$ cat src/rtl/countdown_controller.sv
// Countdown sequencer: tick prescaler, button edges, IDLE/RUN/PAUSED/DONE FSM; all outputs registered, 1-cycle latency, no backpressure.
// `define COUNTDOWN_AUTO_RELOAD_EN turns expiry into a periodic reload that stays in RUN instead of latching DONE.
module countdown_controller #(
    parameter int TICK_DIV  = 50000000,
    parameter int FLASH_DIV = 12500000,
    parameter int MAX_VAL   = 20
) (
    input  logic       i_clk,
    input  logic       i_reset,
    input  logic       i_start,
    input  logic       i_pause,
    input  logic       i_load,
    input  logic [4:0] i_load_val,
    output logic [4:0] o_count,
    output logic       o_tick,
    output logic       o_running,
    output logic       o_expired,
    output logic       o_blank
);

    localparam int PW = (TICK_DIV  > 2) ? $clog2(TICK_DIV)  : 1;
    localparam int FW = (FLASH_DIV > 2) ? $clog2(FLASH_DIV) : 1;
    localparam logic [PW-1:0] TICK_LAST  = PW'(TICK_DIV - 1);
    localparam logic [FW-1:0] FLASH_LAST = FW'(FLASH_DIV - 1);
    localparam logic [4:0]    MAX5       = 5'(MAX_VAL);

    localparam logic [1:0] S_IDLE   = 2'd0;
    localparam logic [1:0] S_RUN    = 2'd1;
    localparam logic [1:0] S_PAUSED = 2'd2;
    localparam logic [1:0] S_DONE   = 2'd3;

    logic [1:0]    r_state;
    logic [4:0]    r_count;
    logic [4:0]    r_reload;
    logic [PW-1:0] r_presc;
    logic [FW-1:0] r_flash;
    logic          r_tick;
    logic          r_running;
    logic          r_expired;
    logic          r_blank;
    logic          r_start_prev;
    logic          r_pause_prev;
    logic          r_load_prev;

    logic [1:0]    w_state_nxt;
    logic [4:0]    w_count_nxt;
    logic [4:0]    w_reload_nxt;
    logic [PW-1:0] w_presc_nxt;
    logic [FW-1:0] w_flash_nxt;
    logic          w_tick_nxt;
    logic          w_expired_nxt;
    logic          w_blank_nxt;
    logic          w_start_edge;
    logic          w_pause_edge;
    logic          w_load_edge;
    logic          w_tick_due;
    logic [4:0]    w_load_clamp;

    assign w_start_edge = i_start & ~r_start_prev;
    assign w_pause_edge = i_pause & ~r_pause_prev;
    assign w_load_edge  = i_load  & ~r_load_prev;
    assign w_load_clamp = (i_load_val > MAX5) ? MAX5 : i_load_val;
    assign w_tick_due   = (r_state == S_RUN) && (r_presc == TICK_LAST);

    always_comb begin
        w_state_nxt   = r_state;
        w_count_nxt   = r_count;
        w_reload_nxt  = r_reload;
        w_presc_nxt   = r_presc;
        w_flash_nxt   = '0;
        w_tick_nxt    = 1'b0;
        w_expired_nxt = 1'b0;
        w_blank_nxt   = r_blank;
        case (r_state)
            S_IDLE: begin
                if (w_load_edge) begin
                    w_count_nxt  = w_load_clamp;
                    w_reload_nxt = w_load_clamp;
                end else if (w_start_edge && (r_count != 5'd0)) begin
                    w_state_nxt = S_RUN;
                    w_presc_nxt = '0;
                end
            end
            S_RUN: begin
                w_presc_nxt = w_tick_due ? '0 : r_presc + PW'(1);
                w_tick_nxt  = w_tick_due;
                if (w_tick_due && (r_count == 5'd1)) begin
                    // Expiry outranks any pause/abort edge in the same cycle.
`ifdef COUNTDOWN_AUTO_RELOAD_EN
                    if (r_reload != 5'd0) begin
                        w_count_nxt   = r_reload;
                        w_expired_nxt = 1'b1;
                    end else begin
                        w_count_nxt = 5'd0;
                        w_state_nxt = S_IDLE;
                    end
`else
                    w_count_nxt = 5'd0;
                    w_state_nxt = S_DONE;
                    w_blank_nxt = 1'b0;
`endif
                end else begin
                    if (w_tick_due && (r_count != 5'd0))
                        w_count_nxt = r_count - 5'd1;
                    if (w_pause_edge)
                        w_state_nxt = S_PAUSED;
                    else if (w_start_edge)
                        w_state_nxt = S_IDLE;
                end
            end
            S_PAUSED: begin
                if (w_pause_edge)
                    w_state_nxt = S_RUN;
                else if (w_start_edge)
                    w_state_nxt = S_IDLE;
            end
            default: begin
                w_count_nxt = 5'd0;
                if (w_load_edge) begin
                    w_state_nxt  = S_IDLE;
                    w_count_nxt  = w_load_clamp;
                    w_reload_nxt = w_load_clamp;
                    w_blank_nxt  = 1'b0;
                end else if (w_start_edge) begin
                    w_state_nxt = S_IDLE;
                    w_count_nxt = r_reload;
                    w_blank_nxt = 1'b0;
                end else if (r_flash == FLASH_LAST) begin
                    w_blank_nxt = ~r_blank;
                end else begin
                    w_flash_nxt = r_flash + FW'(1);
                end
            end
        endcase
`ifndef COUNTDOWN_AUTO_RELOAD_EN
        w_expired_nxt = (w_state_nxt == S_DONE);
`endif
    end

    always_ff @(posedge i_clk) begin
        if (!i_reset) begin
            r_state      <= S_IDLE;
            r_count      <= MAX5;
            r_reload     <= MAX5;
            r_presc      <= '0;
            r_flash      <= '0;
            r_tick       <= 1'b0;
            r_running    <= 1'b0;
            r_expired    <= 1'b0;
            r_blank      <= 1'b0;
            r_start_prev <= 1'b1;
            r_pause_prev <= 1'b1;
            r_load_prev  <= 1'b1;
        end else begin
            r_state      <= w_state_nxt;
            r_count      <= w_count_nxt;
            r_reload     <= w_reload_nxt;
            r_presc      <= w_presc_nxt;
            r_flash      <= w_flash_nxt;
            r_tick       <= w_tick_nxt;
            r_running    <= (w_state_nxt == S_RUN);
            r_expired    <= w_expired_nxt;
            r_blank      <= w_blank_nxt;
            r_start_prev <= i_start;
            r_pause_prev <= i_pause;
            r_load_prev  <= i_load;
        end
    end

    assign o_count   = r_count;
    assign o_tick    = r_tick;
    assign o_running = r_running;
    assign o_expired = r_expired;
    assign o_blank   = r_blank;

endmodule

$ cat config.mk
export PLATFORM = sky130hd
export DESIGN_NAME = countdown_controller
export DESIGN_NICKNAME = d
export VERILOG_FILES = /design/src/rtl/countdown_controller.sv
export SDC_FILE = /design/constraint.sdc
export NUM_CORES = 1
export LEC_CHECK = 0
export CAP_MARGIN = 40
export CORE_ASPECT_RATIO = 0.7
export CORE_MARGIN = 2
export CORE_UTILIZATION = 54
export DETAILED_ROUTE_END_ITERATION = 16
export PLACE_DENSITY = 0.86
export SLEW_MARGIN = 40
export SYNTH_ARGS = -nofsm -noshare
export SYNTH_HDL_FRONTEND = slang
export SYNTH_SLANG_ARGS = --single-unit
$ cat constraint.sdc
create_clock -name i_clk -period 2.22 [get_ports i_clk]
set_input_delay 0.444 -clock i_clk [delete_from_list [all_inputs] [get_ports i_clk]]
set_output_delay 0.444 -clock i_clk [all_outputs]
set_load 0.02 [all_outputs]
==> flow_summary.yaml <==
run_status:
  outcome: "finished clean"
setup_path:
  critPathKind: "flop to flop"
  arrival_ps: 2430
  crit_family: "compound AO/OA/AOI/OAI gates"
  regToRegStartpoint: "r_state[1]$_SDFF_PN0_"
  cp.required_ps: 2450
  cp_max_fo: 5
  cp_common_cell: "a31oi_1"
  worstRegToRegCells: 9
  crit_chain: "inv_1, ha_1, nor4bb_4, nand4_1, o21ai_1, nor2_1, buf_4, a31oi_1, a31oi_1"
  end_kind: "flop"
  cp_slowest_cell: "o21ai_1"
  r2r-end: "r_presc[18]$_SDFFE_PN0P_"
  startpoint_type: "flop"
  path_buf_inv: 2
  slowest_delay_ps: 440
  r2r_setup_slack_ps: 20
clocking:
  cts_max_level: 3
  clk_pin_slew_ps: 70
  cts_tree: "yes"
  cts_buffer_depth: 2
  clock-root-buffer: "clkbuf_8"
  cts_hold_buf: 0
  cts-buffers-inserted: 9
  insertion_delay_ps: 350
  cts_sinks: 69
global_route:
  grt_overflow: 0
  grt_pass1_vias: 3397
  grt_max_degree: 24
  grt_pass1_wl_um: 15700
  antenna_found_initial: 0
  grt_use_total: 0.275
yosys:
  async_reset_ff_frac: 0
  synth-simple-area-share: 0.309
  synthTopCellsByArea: "dfxtp_1 39%, nor2_1 7.2%, xor2_1 5.0%"
  netlist_instances: 434
  ys_seq_area_frac: 0.393
  synth_ff_type: "dfxtp_1"
  syn-cell-area_um2: 3510
  ys_ff_latch: 69
  synth_top_area_share: 0.393
  synth_nets: 453
  synth_edf_count: 0
  synth_top_family_by_area: "simple AND/OR/NAND/NOR gates"
  synth-xor-area-share: 0.0923
  synth.mux.area_fraction: 0.00285
  synthAdderAreaFrac: 0.0321
  synth-compound-area-share: 0.142
  ys_warn_count: 0
  synth_area_per_cell_um2: 8.09
  synth_top_cell_by_area: "dfxtp_1"
  synth_cell_type_count: 56
layout:
  final_nets: 522
  antenna_cells: 0
  final_area_um2: 4400
  area_delta_synth_final_pct: 25.3
  drive_above_1_share: 0.178
power:
  power.leakage_uw: 0.00160
  power_density_nw_per_um2: 586
  total_power_uw: 2580
  ir_drop_mv: 0.361
floorplan:
  fp.dieH_um: 71.5
  coreArea_um2: 6250
  initial_core_util: 0.562
  io_pins: 19
  num_rows: 24
  die_width_um: 100
  die-area_um2: 7170
min_path:
  hold_depth: 1
  worstHoldStart: "r_flash[0]$_SDFF_PP0_"
  hold_path.class: "flop to flop"
  hold_end: "r_flash[0]$_SDFF_PP0_"
timing:
  holdWs_ps: 448
  hold_viol_final: 0
  rsz0062_at_grt: "true"
  timing.final.ws_setup_ps: 24.0
  max_freq_mhz: 455
  period_share: 0.989
  skew_ps: 10.0
  tns_ps: 0
  worstMarginPinSlew_ps: 488
  slew-limit-headroom: 0.671
  setup_viol: 0
  period_minus_slack_ps: 2200
  slew_viol_final: 0
detailed_routing:
  drtAntennaViolNets: 0
  avgRoutedWirePerCell_um: 16.1
  route.detailed.vias_per_inst: 6.14
  dr_total_vias: 3591
  drt_iter0_markers: 350
  wl_um: 9410
  drcViolationCount: 0
  dr.pass1.iters: 5
placed_design:
  gp_congestion: 1.04
  dp_slack_ps: -49.1
  placed_cell_area_um2: 4120
  dp_hpwl_um: 6500
  io_buffer_count: 18
flow_run:
  timing.max_cap.violations: 0
==> state kept, by name (all words and copies together) (netlist names) <==
| register | count |
|---|---|
| r_presc | 26 |
| r_flash | 24 |
| o_count | 5 |
| r_reload | 5 |
| r_state | 2 |
| o_blank | 1 |
| o_expired | 1 |
| o_running | 1 |
| o_tick | 1 |
| r_load_prev | 1 |
| r_pause_prev | 1 |
| r_start_prev | 1 |
==> per-stage QoR <==
stage / std cells / util
2_1_floorplan: 434 / -
3_3_place_gp: 568 / 0.660
3_5_place_dp: 568 / 0.660
4_1_cts: 583 / 0.697
5_1_grt: 585 / 0.704
6_report: 585 / 0.704
==> per-layer routing <==
| metal | wire [µm] | vias up | track usage |
|---|---|---|---|
| li1 | - | 1696 | - |
| met1 | 4040 | 1681 | 0.360 |
| met2 | 4340 | 191 | 0.441 |
| met3 | 883 | 23 | 0.0868 |
| met4 | 155 | 0 | 0.0791 |
| met5 | 0 | - | 0 |
==> how the worst max path moves through the flow <==
stage / start / endpoint / depth (start not counted)
final: r_state[1]$_SDFF_PN0_ / r_presc[18]$_SDFFE_PN0P_ / 9
after global routing: r_state[1]$_SDFF_PN0_ / r_presc[18]$_SDFFE_PN0P_ / 9
after CTS: r_flash[0]$_SDFF_PP0_ / o_blank$_SDFFE_PN0P_ / 7
after detailed placement: i_load / o_count[1]$_SDFFE_PN0P_ / 7
after global placement: r_flash[0]$_SDFF_PP0_ / o_blank$_SDFFE_PN0P_ / 7
after floorplan: o_count[0]$_SDFFE_PN0P_ / r_presc[14]$_SDFFE_PN0P_ / 8
==> where the power goes <==
part	switching (µW)	internal, µW	total (µW)	leakage, µW
clock	461	541	1000	0.0000992
combinational	171	136	307	0.000946
sequential	12.2	1260	1270	0.000559
total	645	1930	2580	0.00160
==> kinds of logic (layout without fill, tap and decap cells) <==
family | after synthesis | count (layout)
compound gates | 74 | 74
xor+xnor | 37 | 37
fa+ha+maj | 9 | 9
buf+inv | 23 | 96
flops | 69 | 69
mux | 1 | 1
simple gates | 221 | 221
==> final cells by class <==
class	count	area [µm²]
multi-input combinational	342	2110
inverter	12	45.0
sequential	69	1380
tap	78	97.6
clock inverter	4	48.8
fill	471	1850
clock buffer	11	141
timing repair buffer	69	576
==> cells in the mapped netlist (all sizes together), types with 2 or more instances <==
cell type,count
o31ai,5
inv,11
o21ai,21
a21o,4
nor2b,4
ha,9
nor3b,2
a22o,2
and4,3
nor2,67
nand3,30
clkbuf,3
a221oi,2
dfxtp,69
xnor2,17
nand2,45
nand4,15
a31oi,5
a41oi,2
o211ai,3
nor3,11
or4b,2
a211oi,4
nor4bb,2
or4,2
a32oi,2
and3,12
nor4,12
xor2,20
buf,8
a21oi,15
or2,3
nand2b,7
==> layout by cell type, fill, tap and decap left out, drive strengths merged, types with 9 or more instances in the layout <==
cell and instances:
dfxtp 69, nor2 67, buf 51, nand2 45, nand3 30, o21ai 21
xor2 20, clkdlybuf4s50 18, xnor2 17, nand4 15, a21oi 15, and3 12
nor4 12, inv 11, nor3 11, clkbuf 11, ha 9
==> timing repair <==
item	CTS	global route
pin swaps	0	4
resized for setup	5	11
setup buffers	0	2
hold endpoints to repair	0	0
endpoints found under the setup margin	5	43
cloned	0	0
Power figures use the tool's default switching activity.
